### config.mk
export PLATFORM = sky130hd
export DESIGN_NAME = regfile_access_ctrl_flat
export DESIGN_NICKNAME = d
export VERILOG_FILES = /design/src/rtl/regfile_ctrl_pkg.sv /design/src/rtl/regfile_access_ctrl_if.sv /design/src/rtl/regfile_merge.sv /design/src/rtl/regfile_access_ctrl.sv /design/src/flat_wrapper.sv
export SDC_FILE = /design/constraint.sdc
export NUM_CORES = 1
export LEC_CHECK = 0
export CORE_MARGIN = 2
export CORE_UTILIZATION = 48
export CTS_CLUSTER_SIZE = 12
export DETAILED_ROUTE_END_ITERATION = 7
export GPL_ROUTABILITY_DRIVEN = 0
export MAX_ROUTING_LAYER = met4
export PLACE_DENSITY = 0.91
export SLEW_MARGIN = 25
export SYNTH_ARGS = -nofsm -noshare
export SYNTH_HDL_FRONTEND = slang
export SYNTH_HIERARCHICAL = 1
export SYNTH_SLANG_ARGS = --single-unit
### constraint.sdc
create_clock -name raw_clk -period 3 [get_ports raw_clk]
set_input_delay 0.6 -clock raw_clk [delete_from_list [all_inputs] [get_ports raw_clk]]
set_output_delay 0.6 -clock raw_clk [all_outputs]
set_load 0.03 [all_outputs]
### src/rtl/regfile_ctrl_pkg.sv
// rtl/regfile_ctrl_pkg.sv - shared types and helpers for the register-file access controller
package regfile_ctrl_pkg;

  // Operand size codes; 2'b11 is handled as a long access
  typedef enum logic [1:0] {
    SIZE_BYTE = 2'b00,
    SIZE_WORD = 2'b01,
    SIZE_LONG = 2'b10
  } size_e;

  typedef enum logic [2:0] {
    ST_IDLE      = 3'd0,
    ST_RD_ISSUE  = 3'd1,
    ST_RD_DONE   = 3'd2,
    ST_RMW_ISSUE = 3'd3,
    ST_RMW_MERGE = 3'd4,
    ST_WR        = 3'd5
  } state_e;

  // Index bit that selects the address-register bank (A0-A7)
  localparam int AN_BANK_BIT = 3;

  // Both 2'b10 and 2'b11 count as full 32-bit accesses
  function automatic logic is_long(input logic [1:0] size);
    return size[1];
  endfunction

  function automatic logic is_addr_reg(input logic [3:0] idx);
    return idx[AN_BANK_BIT];
  endfunction

endpackage

### src/rtl/regfile_access_ctrl_if.sv
// rtl/regfile_access_ctrl_if.sv - requester and register-file signal bundle
interface regfile_access_ctrl_if #(
  parameter int RF_INDEX_WIDTH = 32
);
  logic                      rd_req;
  logic [3:0]                rd_index;
  logic                      rd_ack;
  logic [31:0]               rd_data;
  logic                      wr_req;
  logic [3:0]                wr_index;
  logic [1:0]                wr_size;
  logic [31:0]               wr_data;
  logic                      wr_ack;
  logic                      busy;
  logic [RF_INDEX_WIDTH-1:0] rf_index;
  logic                      rf_write_enable;
  logic [31:0]               rf_data_in;
  logic [31:0]               rf_data_out;

  // Requesters plus the register file instance
  modport master (
    output rd_req, rd_index, wr_req, wr_index, wr_size, wr_data, rf_data_out,
    input  rd_ack, rd_data, wr_ack, busy, rf_index, rf_write_enable, rf_data_in
  );

  // The access controller
  modport slave (
    input  rd_req, rd_index, wr_req, wr_index, wr_size, wr_data, rf_data_out,
    output rd_ack, rd_data, wr_ack, busy, rf_index, rf_write_enable, rf_data_in
  );
endinterface

### src/rtl/regfile_merge.sv
// rtl/regfile_merge.sv - byte/word merge into Dn and sign extension into An
module regfile_merge
  import regfile_ctrl_pkg::*;
(
  input  logic [31:0] old,
  input  logic [31:0] data,
  input  logic [1:0]  size,
  input  logic        is_addr,
  output logic [31:0] result
);

  // Long writes pass through; An sizes sign-extend; Dn sizes keep the old upper bits
  always_comb begin
    result = data;
    if (!is_long(size)) begin
      if (is_addr) begin
        result = (size == SIZE_BYTE) ? {{24{data[7]}}, data[7:0]}
                                     : {{16{data[15]}}, data[15:0]};
      end else begin
        result = (size == SIZE_BYTE) ? {old[31:8], data[7:0]}
                                     : {old[31:16], data[15:0]};
      end
    end
  end

endmodule

### src/rtl/regfile_access_ctrl.sv
// rtl/regfile_access_ctrl.sv - arbitrates and sequences all register-file accesses
module regfile_access_ctrl
  import regfile_ctrl_pkg::*;
#(
  parameter bit ALTERNATE      = 1'b1,
  parameter int RF_INDEX_WIDTH = 32
) (
  input  logic                  raw_clk,
  input  logic                  reset_n,
  regfile_access_ctrl_if.slave  bus
);

  state_e      state_q, state_d;
  logic [3:0]  rf_idx_q, rf_idx_d;
  logic [1:0]  size_q, size_d;
  logic [31:0] data_q, data_d;
  logic        last_wr_q, last_wr_d;
  logic        rd_ack_q, rd_ack_d;
  logic        wr_ack_q, wr_ack_d;
  logic        we_q, we_d;
  logic        busy_q, busy_d;
  logic [31:0] rf_data_in_q, rf_data_in_d;
  logic [31:0] rd_data_q, rd_data_d;

  logic        grant_wr;
  logic        grant_rd;
  logic [31:0] merge_data;
  logic [1:0]  merge_size;
  logic        merge_is_addr;
  logic [31:0] merge_result;

  // In IDLE the merge unit serves the direct-write path from live inputs;
  // in RMW_MERGE it works on the latched request and the old register value.
  always_comb begin
    if (state_q == ST_IDLE) begin
      merge_data    = bus.wr_data;
      merge_size    = bus.wr_size;
      merge_is_addr = is_addr_reg(bus.wr_index);
    end else begin
      merge_data    = data_q;
      merge_size    = size_q;
      merge_is_addr = is_addr_reg(rf_idx_q);
    end
  end

  regfile_merge u_merge (
    .old     (bus.rf_data_out),
    .data    (merge_data),
    .size    (merge_size),
    .is_addr (merge_is_addr),
    .result  (merge_result)
  );

  // Arbitration: a lone request wins; contention alternates or favours the write
  always_comb begin
    if (bus.rd_req && bus.wr_req) begin
      grant_wr = ALTERNATE ? !last_wr_q : 1'b1;
    end else begin
      grant_wr = bus.wr_req;
    end
    grant_rd = bus.rd_req && !grant_wr;
  end

  // Next-state and next-output computation; every output is registered
  always_comb begin
    state_d      = state_q;
    rf_idx_d     = rf_idx_q;
    size_d       = size_q;
    data_d       = data_q;
    last_wr_d    = last_wr_q;
    rd_ack_d     = 1'b0;
    wr_ack_d     = 1'b0;
    we_d         = 1'b0;
    rf_data_in_d = rf_data_in_q;
    rd_data_d    = rd_data_q;
    case (state_q)
      ST_IDLE: begin
        if (grant_wr) begin
          rf_idx_d  = bus.wr_index;
          size_d    = bus.wr_size;
          data_d    = bus.wr_data;
          last_wr_d = 1'b1;
          if (is_addr_reg(bus.wr_index) || is_long(bus.wr_size)) begin
            rf_data_in_d = merge_result;
            we_d         = 1'b1;
            wr_ack_d     = 1'b1;
            state_d      = ST_WR;
          end else begin
            state_d = ST_RMW_ISSUE;
          end
        end else if (grant_rd) begin
          rf_idx_d  = bus.rd_index;
          last_wr_d = 1'b0;
          state_d   = ST_RD_ISSUE;
        end
      end
      ST_RD_ISSUE: begin
        rd_ack_d = 1'b1;
        state_d  = ST_RD_DONE;
      end
      ST_RD_DONE: begin
        rd_data_d = bus.rf_data_out;
        state_d   = ST_IDLE;
      end
      ST_RMW_ISSUE: begin
        state_d = ST_RMW_MERGE;
      end
      ST_RMW_MERGE: begin
        rf_data_in_d = merge_result;
        we_d         = 1'b1;
        wr_ack_d     = 1'b1;
        state_d      = ST_WR;
      end
      ST_WR: begin
        state_d = ST_IDLE;
      end
      default: begin
        state_d = ST_IDLE;
      end
    endcase
    busy_d = (state_d != ST_IDLE);
  end

  // State and output registers; reset abandons any transaction in flight
  always_ff @(posedge raw_clk or negedge reset_n) begin
    if (!reset_n) begin
      state_q      <= ST_IDLE;
      rf_idx_q     <= 4'd0;
      size_q       <= 2'd0;
      data_q       <= 32'd0;
      last_wr_q    <= 1'b0;
      rd_ack_q     <= 1'b0;
      wr_ack_q     <= 1'b0;
      we_q         <= 1'b0;
      busy_q       <= 1'b0;
      rf_data_in_q <= 32'd0;
      rd_data_q    <= 32'd0;
    end else begin
      state_q      <= state_d;
      rf_idx_q     <= rf_idx_d;
      size_q       <= size_d;
      data_q       <= data_d;
      last_wr_q    <= last_wr_d;
      rd_ack_q     <= rd_ack_d;
      wr_ack_q     <= wr_ack_d;
      we_q         <= we_d;
      busy_q       <= busy_d;
      rf_data_in_q <= rf_data_in_d;
      rd_data_q    <= rd_data_d;
    end
  end

  // The register file answers during RD_DONE, so the ack cycle shows its data
  // directly and the held copy covers every later cycle.
  assign bus.rd_data         = rd_ack_q ? bus.rf_data_out : rd_data_q;
  assign bus.rd_ack          = rd_ack_q;
  assign bus.wr_ack          = wr_ack_q;
  assign bus.busy            = busy_q;
  assign bus.rf_index        = RF_INDEX_WIDTH'(rf_idx_q);
  assign bus.rf_write_enable = we_q;
  assign bus.rf_data_in      = rf_data_in_q;

endmodule
### src/flat_wrapper.sv
// flat-port wrapper written by rule: the top's interface ports become plain ports
module regfile_access_ctrl_flat import regfile_ctrl_pkg::*;
#(
  parameter bit ALTERNATE      = 1'b1,
  parameter int RF_INDEX_WIDTH = 32
)
  (raw_clk, reset_n, bus_rd_req, bus_rd_index, bus_wr_req, bus_wr_index, bus_wr_size, bus_wr_data, bus_rf_data_out, bus_rd_ack, bus_rd_data, bus_wr_ack, bus_busy, bus_rf_index, bus_rf_write_enable, bus_rf_data_in);
  regfile_access_ctrl_if #(.RF_INDEX_WIDTH(RF_INDEX_WIDTH)) bus_i ();
  input  logic raw_clk;
  input  logic reset_n;
  input wire logic [$bits(bus_i.rd_req)-1:0] bus_rd_req;
  input wire logic [$bits(bus_i.rd_index)-1:0] bus_rd_index;
  input wire logic [$bits(bus_i.wr_req)-1:0] bus_wr_req;
  input wire logic [$bits(bus_i.wr_index)-1:0] bus_wr_index;
  input wire logic [$bits(bus_i.wr_size)-1:0] bus_wr_size;
  input wire logic [$bits(bus_i.wr_data)-1:0] bus_wr_data;
  input wire logic [$bits(bus_i.rf_data_out)-1:0] bus_rf_data_out;
  output wire logic [$bits(bus_i.rd_ack)-1:0] bus_rd_ack;
  output wire logic [$bits(bus_i.rd_data)-1:0] bus_rd_data;
  output wire logic [$bits(bus_i.wr_ack)-1:0] bus_wr_ack;
  output wire logic [$bits(bus_i.busy)-1:0] bus_busy;
  output wire logic [$bits(bus_i.rf_index)-1:0] bus_rf_index;
  output wire logic [$bits(bus_i.rf_write_enable)-1:0] bus_rf_write_enable;
  output wire logic [$bits(bus_i.rf_data_in)-1:0] bus_rf_data_in;
  assign bus_i.rd_req = bus_rd_req;
  assign bus_i.rd_index = bus_rd_index;
  assign bus_i.wr_req = bus_wr_req;
  assign bus_i.wr_index = bus_wr_index;
  assign bus_i.wr_size = bus_wr_size;
  assign bus_i.wr_data = bus_wr_data;
  assign bus_i.rf_data_out = bus_rf_data_out;
  assign bus_rd_ack = bus_i.rd_ack;
  assign bus_rd_data = bus_i.rd_data;
  assign bus_wr_ack = bus_i.wr_ack;
  assign bus_busy = bus_i.busy;
  assign bus_rf_index = bus_i.rf_index;
  assign bus_rf_write_enable = bus_i.rf_write_enable;
  assign bus_rf_data_in = bus_i.rf_data_in;
  regfile_access_ctrl #(.ALTERNATE(ALTERNATE), .RF_INDEX_WIDTH(RF_INDEX_WIDTH)) u_core (.raw_clk(raw_clk), .reset_n(reset_n), .bus(bus_i));
endmodule
==> results.ini, run 1 <==
[logic_synthesis]
syn_inst = 526
synth_commonest_cells = mux2_2, dfrtp_1, nand2_1
ys_types = 36
synthMostInstantiatedCell = mux2_2
synth.area.top_cells = dfrtp_1, mux2_2, mux2_4, nand2_1, buf_4
synth_edf_count = 0
synth-seq-area-share = 0.447
synth_area_leader_cell = dfrtp_1
avgSynthCellArea_sq_um = 11.6
synth-seq-cells = 109
synth_area_sq_mm = 0.00610
yosysWarnings = 6
synth_ff_type = dfrtp_1
synth_top_cell_area_share = 0.447
postSynth.asyncResetShare = 1.00

[floorplanning]
dieWidth_um = 117
core_area_sq_mm = 0.0125
rows = 41
die_y_um = 117
die_area_sq_mm = 0.0136
start_util = 0.487
pin_count = 178

[sta]
finalCritPeriodShare = 0.904
rsz0062_at_grt = false
drv_slew = 0
holdWs_ns = 0.269
period_minus_slack_ns = 2.71
tightestPinTransition_ns = 0.801
setup_viol = 0
tns_ns = 0
slew_headroom = 0.465
fmax_mhz = 369
finClkSkew_ns = 0.00686
finalHoldViolCount = 0

[power]
power_leakage_nw = 3.36
power_mw = 9.96
power_density_mw_per_mm2 = 1280
irDropWorstVdd_v = 0.000732

[route]
drt-total-wl_mm = 15.0
ant_nets = 0
drc = 0
vias = 4462
vias_per_cell = 5.42
first_pass_iters = 4
drt-initial-drc-count = 223
wire_per_inst_um = 18.3

[clock_network]
cts-hold-fix-buffers = 0
cts_tree = done
cts_setup_buffers = 0
clk_pin_slew_ns = 0.07
htreeDepth = 3
cts_root_buffer = clkbuf_16
cts_buffers = 9
clk_path_buf_depth = 2
clk_latency_ns = 0.34
cts_resized = 0
cts_num_sinks = 109

[placed_design]
port_buffers = 149
dpl-instance-area_sq_mm = 0.00749
dp.cells = 807
hpwl_mm = 10.6

[setup_path]
critical_path.cell_chain = nor3_4 > buf_4 > mux2_2 > mux2i_4 > buf_4 > o221ai_1 > nand2_1 > o22ai_1
max_stage_delay_ns = 0.51
crit_top_cell = buf_4
worstPathMaxFanout = 25
required_ns = 3.26
critPathTopFamily = multiplexers
cp-start-kind = flip-flop
path_class = flip-flop to flip-flop
cp.arrival_ns = 2.97
crit_buf_inv = 2
worst_path_max_delay_cell = dfrtp_1
crit_path_end_kind = flip-flop

[run_status]
status = completed

[layout]
drive_gt1_frac = 0.295
final_cells = 823
design_area_sq_mm = 0.00777
final-seq-area_sq_mm = 0.00273
fin_nets = 724
multi_input_area_sq_mm = 0.00289
syn_to_final_growth_pct = 27.5
n_antenna_cell = 0
n_fill_cell = 968

[global_route]
grt-ovfl-total = 0
grt_max_degree = 62
antenna_found_initial = 0
grt_pass1_wl_mm = 23.6
grt_pass1_vias = 4647
grtUsageTotal = 0.231

[min_path]
hp-class = input pin to asynchronous set/reset pin

[run]
drv_cap = 0

## power by group
part,internal [mW],switching [mW],leakage (nW)
clock network,0.581,0.568,0.136
registers,2.20,0.444,1.32
logic,2.91,3.26,1.91
total,5.69,4.27,3.36
## final timing paths
| kind | from | end | slack [ns] | cells past startpoint |
|---|---|---|---|---|
| min in group raw_clk | u_core/rd_data_q[26] | u_core/rd_data_q[26] | 0.51 | 1 |
| worst min register to register | u_core/rd_data_q[26] | u_core/rd_data_q[26] | 0.51 | 1 |
| worst max-delay path | u_core/state_q[2] | u_core/bus.rf_data_in[17] | 0.29 | 8 |
| max in group asynchronous | reset_n | u_core/rf_idx_q[3] | 1.96 | 2 |
| worst max register to register | u_core/state_q[2] | u_core/bus.rf_data_in[17] | 0.29 | 8 |
| worst min-delay path | reset_n | u_core/data_q[28] | 0.27 | 1 |
## placed cells by master, fill, tap and decap left out, types with 2 or more instances in the layout
| master | n |
|---|---|
| clkdlybuf4s50_1 | 148 |
| mux2_2 | 112 |
| dfrtp_1 | 109 |
| nand2_1 | 80 |
| o22ai_1 | 33 |
| mux2_4 | 29 |
| conb_1 | 28 |
| o21ai_0 | 18 |
| inv_1 | 17 |
| buf_4 | 12 |
| o221ai_2 | 10 |
| clkbuf_16 | 9 |
| mux2i_1 | 8 |
| o221ai_1 | 5 |
| inv_6 | 3 |
| nor3_1 | 3 |
| nor2_1 | 3 |
| or2_2 | 2 |
| nor3_4 | 2 |
| or3b_2 | 2 |
## flip-flops by register name (all words and copies together), names as in the netlist
| signal | flops |
|---|---|
| u_core/rf_idx_q | 4 |
| u_core/size_q | 2 |
| u_core/bus.rf_data_in | 32 |
| u_core/bus.rd_ack | 1 |
| u_core/data_q | 32 |
| u_core/bus.rf_write_enable | 1 |
| u_core/state_q | 3 |
| u_core/rd_data_q | 32 |
| u_core/last_wr_q | 1 |
| u_core/bus.busy | 1 |
## metal layers
layer | routed length, um | track usage
met1 | 6240 | 0.289
met2 | 7530 | 0.378
met3 | 1020 | 0.0420
met4 | 259 | 0.0784
met5 | 0 | -
## metrics by stage
step	setup slack, ns	utilization
2_1_floorplan	0.536	-
3_3_place_gp	0.225	0.598
3_5_place_dp	0.0698	0.598
4_1_cts	0.277	0.621
5_1_grt	0.175	0.621
6_report	0.289	0.621
## kinds of logic (layout without fill, tap and decap cells)
| family | count (synthesis) | after routing | synth area share |
|---|---|---|---|
| other | 1 | 28 | 0.000615 |
| buffers and inverters | 96 | 194 | 0.0973 |
| flip-flops | 109 | 109 | 0.447 |
| multiplexers | 150 | 150 | 0.295 |
| AO/OA/AOI/OAI | 72 | 72 | 0.0891 |
| AND/OR/NAND/NOR | 98 | 98 | 0.0706 |
## area by class of cell
| class | instances | share of cell area |
|---|---|---|
| Clock buffer | 10 | 0.0295 |
| Clock inverter | 6 | 0.00692 |
| Inverter | 17 | 0.00821 |
| Multi-Input combinational cell | 348 | 0.372 |
| Sequential cell | 109 | 0.351 |
| Tap cell | 172 | 0.0277 |
| Timing Repair Buffer | 161 | 0.205 |
Power figures use the tool's default switching activity.
==> inputs of run 2 (changes only) <==
Settings changed: CTS_BUF_LIST set to sky130_fd_sc_hd__clkbuf_8 sky130_fd_sc_hd__clkbuf_16.
==> results.ini, run 2 (synthesis results as in run 1) <==
[route]
wire_per_inst_um = 18.3  ; about the same
vias = 4461  ; was 4462
vias_per_cell = 5.42  ; about the same
first_pass_iters = 4  ; unchanged
drt-total-wl_mm = 15.1  ; was 15.0 mm
ant_nets = 0  ; unchanged
drc = 0  ; unchanged
drt-initial-drc-count = 223  ; unchanged

[power]
power_mw = 9.96  ; about the same
power_leakage_nw = 3.37  ; was 3.36 nW
power_density_mw_per_mm2 = 1280  ; about the same
irDropWorstVdd_v = 0.000730  ; was 0.000732 V

[setup_path]
cp-start-kind = flip-flop  ; unchanged
required_ns = 3.26  ; about the same
rr_worst_depth = 8  ; unchanged
crit_path_end_kind = flip-flop  ; unchanged
crit_top_cell = buf_4  ; unchanged
path_class = flip-flop to flip-flop  ; unchanged
max_stage_delay_ns = 0.51  ; about the same
critical_path.cell_chain = nor3_4 > buf_4 > mux2_2 > mux2i_4 > buf_4 > o221ai_1 > nand2_1 > o22ai_1  ; unchanged
critPathTopFamily = multiplexers  ; unchanged
crit_buf_inv = 2  ; unchanged
worstPathMaxFanout = 25  ; unchanged
worst_path_max_delay_cell = dfrtp_1  ; unchanged
cp.depth = 8  ; unchanged
cp.arrival_ns = 2.97  ; about the same

[placed_design]
hpwl_mm = 10.6  ; unchanged
port_buffers = 149  ; unchanged
dp.cells = 807  ; unchanged
dpl-instance-area_sq_mm = 0.00749  ; unchanged

[clock_network]
cts_setup_buffers = 0  ; unchanged
cts_num_sinks = 109  ; unchanged
cts_resized = 0  ; unchanged
cts-hold-fix-buffers = 0  ; unchanged
clk_pin_slew_ns = 0.07  ; about the same
cts_buffers = 9  ; unchanged
htreeDepth = 3  ; unchanged
cts_tree = done  ; unchanged
clk_latency_ns = 0.34  ; about the same
cts_root_buffer = clkbuf_16  ; unchanged
clk_path_buf_depth = 2  ; unchanged

[floorplanning]
die_area_sq_mm = 0.0136  ; unchanged
pin_count = 178  ; unchanged
core_area_sq_mm = 0.0125  ; unchanged
rows = 41  ; unchanged
die_y_um = 117  ; unchanged
dieWidth_um = 117  ; unchanged
start_util = 0.487  ; unchanged

[sta]
tns_ns = 0  ; unchanged
finalHoldViolCount = 0  ; unchanged
fmax_mhz = 369  ; about the same
tightestPinTransition_ns = 0.795  ; was 0.801 ns
setup_viol = 0  ; unchanged
rsz0062_at_grt = false  ; unchanged
period_minus_slack_ns = 2.71  ; about the same
finClkSkew_ns = 0.00728  ; was 0.00686 ns
finalCritPeriodShare = 0.903  ; was 0.904
drv_slew = 0  ; unchanged
slew_headroom = 0.470  ; was 0.465

[global_route]
antenna_found_initial = 0  ; unchanged
grtUsageTotal = 0.231  ; unchanged
grt_max_degree = 62  ; unchanged
grt-ovfl-total = 0  ; unchanged
grt_pass1_wl_mm = 23.6  ; unchanged
grt_pass1_vias = 4647  ; unchanged

[layout]
syn_to_final_growth_pct = 27.5  ; unchanged
fin_nets = 724  ; unchanged
mostFrequentLayoutCells = clkdlybuf4s50_1, mux2_2, dfrtp_1, nand2_1, o22ai_1  ; unchanged
final_cells = 823  ; unchanged
design_area_sq_mm = 0.00777  ; unchanged
drive_gt1_frac = 0.295  ; unchanged
n_antenna_cell = 0  ; unchanged
final_common_cell = clkdlybuf4s50_1  ; unchanged

[run_status]
status = completed  ; unchanged

[min_path]
hp-class = input pin to asynchronous set/reset pin  ; unchanged

[run]
drv_cap = 0  ; unchanged

-- run 2: metrics by stage --
step,worst slack (ns),hold slack (ns),util
final,0.291,0.269,0.621
after global routing,0.175,0.322,0.621
after CTS,0.277,0.294,0.621
after detailed placement,0.0698,0.492,0.598
after global placement,0.225,0.483,0.598
after floorplan,0.536,0.304,-
-- run 2: worst paths after layout --
path	startpoint	to	slack (ns)
max in group asynchronous	reset_n	u_core/rf_idx_q[3]	1.95
worst min-delay path	reset_n	u_core/data_q[28]	0.27
worst max register to register	u_core/state_q[2]	u_core/bus.rf_data_in[17]	0.29
min in group raw_clk	u_core/rd_data_q[26]	u_core/rd_data_q[26]	0.51
worst min register to register	u_core/rd_data_q[26]	u_core/rd_data_q[26]	0.51
worst max-delay path	u_core/state_q[2]	u_core/bus.rf_data_in[17]	0.29
-- run 2: cell type report --
cell class,count,area [sq um]
well taps,172,215
clock buffers,9,225
inverters,17,63.8
fillers,968,4740
multi-input cells,348,2890
repair buffers,161,1590
clock inverters,7,57.6
flip-flops and latches,109,2730
-- run 2: power by group --
group	leakage [nW]	switching, mW	internal [mW]	total, mW
Combinational	1.91	3.26	2.91	6.17
Sequential	1.32	0.445	2.20	2.65
Clock	0.140	0.571	0.578	1.15
Total	3.37	4.28	5.69	9.96
-- run 2: metal layers --
layer	routed length [um]	global-route usage	up-vias
li1	-	-	2015
met1	6310	0.289	2212
met2	7490	0.378	209
met3	1020	0.0420	25
met4	286	0.0784	0
met5	0	-	-
==> inputs of run 3 (changes only) <==
Settings changed: CORE_UTILIZATION 48 to 52, GPL_TIMING_DRIVEN set to 0, PLACE_DENSITY 0.91 to 0.95.
Clock period 3 ns to 3.2 ns, I/O delays scaled along.
==> results.ini, run 3 (synthesis results as in run 1) <==
[sta]
holdWs_ns = 0.219  ; was 0.269 ns
finalHoldViolCount = 0  ; unchanged
period_minus_slack_ns = 3.09
tightestPinTransition_ns = 0.712  ; was 0.795 ns
drv_slew = 0  ; unchanged
rsz0062_at_grt = false  ; unchanged
slew_headroom = 0.523  ; was 0.470
finClkSkew_ns = 0.00755  ; was 0.00728 ns
setup_viol = 0  ; unchanged
finalCritPeriodShare = 0.965
fmax_mhz = 324

[min_path]
hp-class = input pin to asynchronous set/reset pin  ; unchanged

[global_route]
gr-usage-met1 = 0.321  ; was 0.289
grt-ovfl-total = 0  ; unchanged
grtUsageTotal = 0.258  ; was 0.231
grt_use_met3 = 0.0367  ; was 0.0420
antenna_found_initial = 0  ; unchanged
grt_max_degree = 68  ; was 62
top_usage_layer = met2  ; unchanged
use_met2 = 0.441  ; was 0.378
grt_pass1_vias = 4970  ; was 4647
grt_pass1_wl_mm = 25.2  ; was 23.6 mm

[floorplanning]
die_y_um = 112  ; was 117 um
dieWidth_um = 112  ; was 117 um
pin_count = 178  ; unchanged
core_area_sq_mm = 0.0114  ; was 0.0125 sq mm
die_area_sq_mm = 0.0126  ; was 0.0136 sq mm
start_util = 0.534  ; was 0.487
rows = 39  ; was 41

[run_status]
status = completed  ; unchanged

[setup_path]
r2r_start = u_core/state_q[2]  ; unchanged
crit_path_end_kind = primary output  ; was flip-flop
cp.arrival_ns = 2.45  ; was 2.97 ns
worstPathMaxFanout = 10  ; was 25
reg2reg_to = u_core/bus.rf_data_in[25]  ; was u_core/bus.rf_data_in[17]
ff2ff_setup_slack_ns = 0.25  ; was 0.29 ns
path_class = flip-flop to primary output  ; was flip-flop to flip-flop
cp-start-kind = flip-flop  ; unchanged
rr_worst_depth = 10  ; was 8
required_ns = 2.56  ; was 3.26 ns

[route]
drt-initial-drc-count = 294  ; was 223
ant_nets = 0  ; unchanged
vias_per_cell = 5.51  ; was 5.42
first_pass_iters = 5  ; was 4
wire_per_inst_um = 18.3  ; about the same
drt-total-wl_mm = 15.8  ; was 15.1 mm
drc = 0  ; unchanged
vias = 4746  ; was 4461

[power]
power_leakage_nw = 3.68  ; was 3.37 nW
irDropWorstVdd_v = 0.000702  ; was 0.000730 V
power_density_mw_per_mm2 = 1200  ; was 1280 mW/mm^2

[layout]
syn_to_final_growth_pct = 34.9  ; was 27.5%
mostFrequentLayoutCells = clkdlybuf4s50_1, mux2_2, dfrtp_1, nand2_1, buf_4  ; was clkdlybuf4s50_1, mux2_2, dfrtp_1, nand2_1, o22ai_1
drive_gt1_frac = 0.339  ; was 0.295
final_common_cell = clkdlybuf4s50_1  ; unchanged
final_cells = 862  ; was 823
n_antenna_cell = 0  ; unchanged
fin_nets = 792  ; was 724

[clock_network]
clk_path_buf_depth = 2  ; unchanged
cts_buffers = 9  ; unchanged
htreeDepth = 3  ; unchanged
cts-hold-fix-buffers = 0  ; unchanged
cts_root_buffer = clkbuf_16  ; unchanged
cts_resized = 3  ; was 0
cts_num_sinks = 109  ; unchanged
cts_setup_buffers = 0  ; unchanged
cts_tree = done  ; unchanged
clk_latency_ns = 0.34  ; about the same
clk_pin_slew_ns = 0.08  ; was 0.07 ns

[placed_design]
dp.cells = 846  ; was 807
port_buffers = 149  ; unchanged
hpwl_mm = 11.5  ; was 10.6 mm

[run]
drv_cap = 0  ; unchanged

==> run 3: worst max-delay path by stage <==
stage	endpoint	from
6_report	bus_rd_data[18]	u_core/bus.rd_ack
5_1_grt	bus_rd_data[11]	u_core/bus.rd_ack
4_1_cts	bus_rd_data[18]	u_core/bus.rd_ack
3_5_place_dp	bus_rd_data[18]	u_core/bus.rd_ack
3_3_place_gp	u_core/rd_data_q[16]	reset_n
2_1_floorplan	u_core/bus.rf_data_in[21]	u_core/state_q[2]
==> run 3: stage by stage <==
stage	power, mW	setup TNS [ns]	utilization	setup slack, ns	area (sq um)
final	9.86	0	0.720	0.112	8220
after global routing	10.4	0	0.720	0.00837	8220
after CTS	9.85	0	0.720	0.103	8220
after detailed placement	8.59	0	0.692	0.273	7900
after global placement	8.35	-270.37	0.689	-2.49	7870
after floorplan	6.72	0	-	0.736	6200
==> run 3: where the power goes <==
part	leakage [nW]	internal [mW]	switching, mW
Sequential	1.32	2.07	0.376
Combinational	2.21	2.99	3.23
Clock	0.154	0.689	0.516
==> run 3: worst max-delay path, cell delays in order (launching register included) <==
cell             delay (ns)
dfrtp_1                0.37
clkbuf_1               0.41
buf_2                  0.35
mux2_2                 0.38
clkdlybuf4s50_1        0.59
==> run 3: final cells by class <==
cell class	count	area [sq um]
fill	767	3200
multi-input combinational	348	2880
sequential	109	2730
timing repair buffer	150	1520
buffer	79	533
clock buffer	9	225
tap	143	179
clock inverter	7	96.3
inverter	17	63.8
==> run 3: routing by layer <==
metal  up-vias  part of all wire
met5         -                 0
met4         0             0.018
met3        36             0.060
met2       222              0.52
met1      2339              0.40
li1       2149                 -
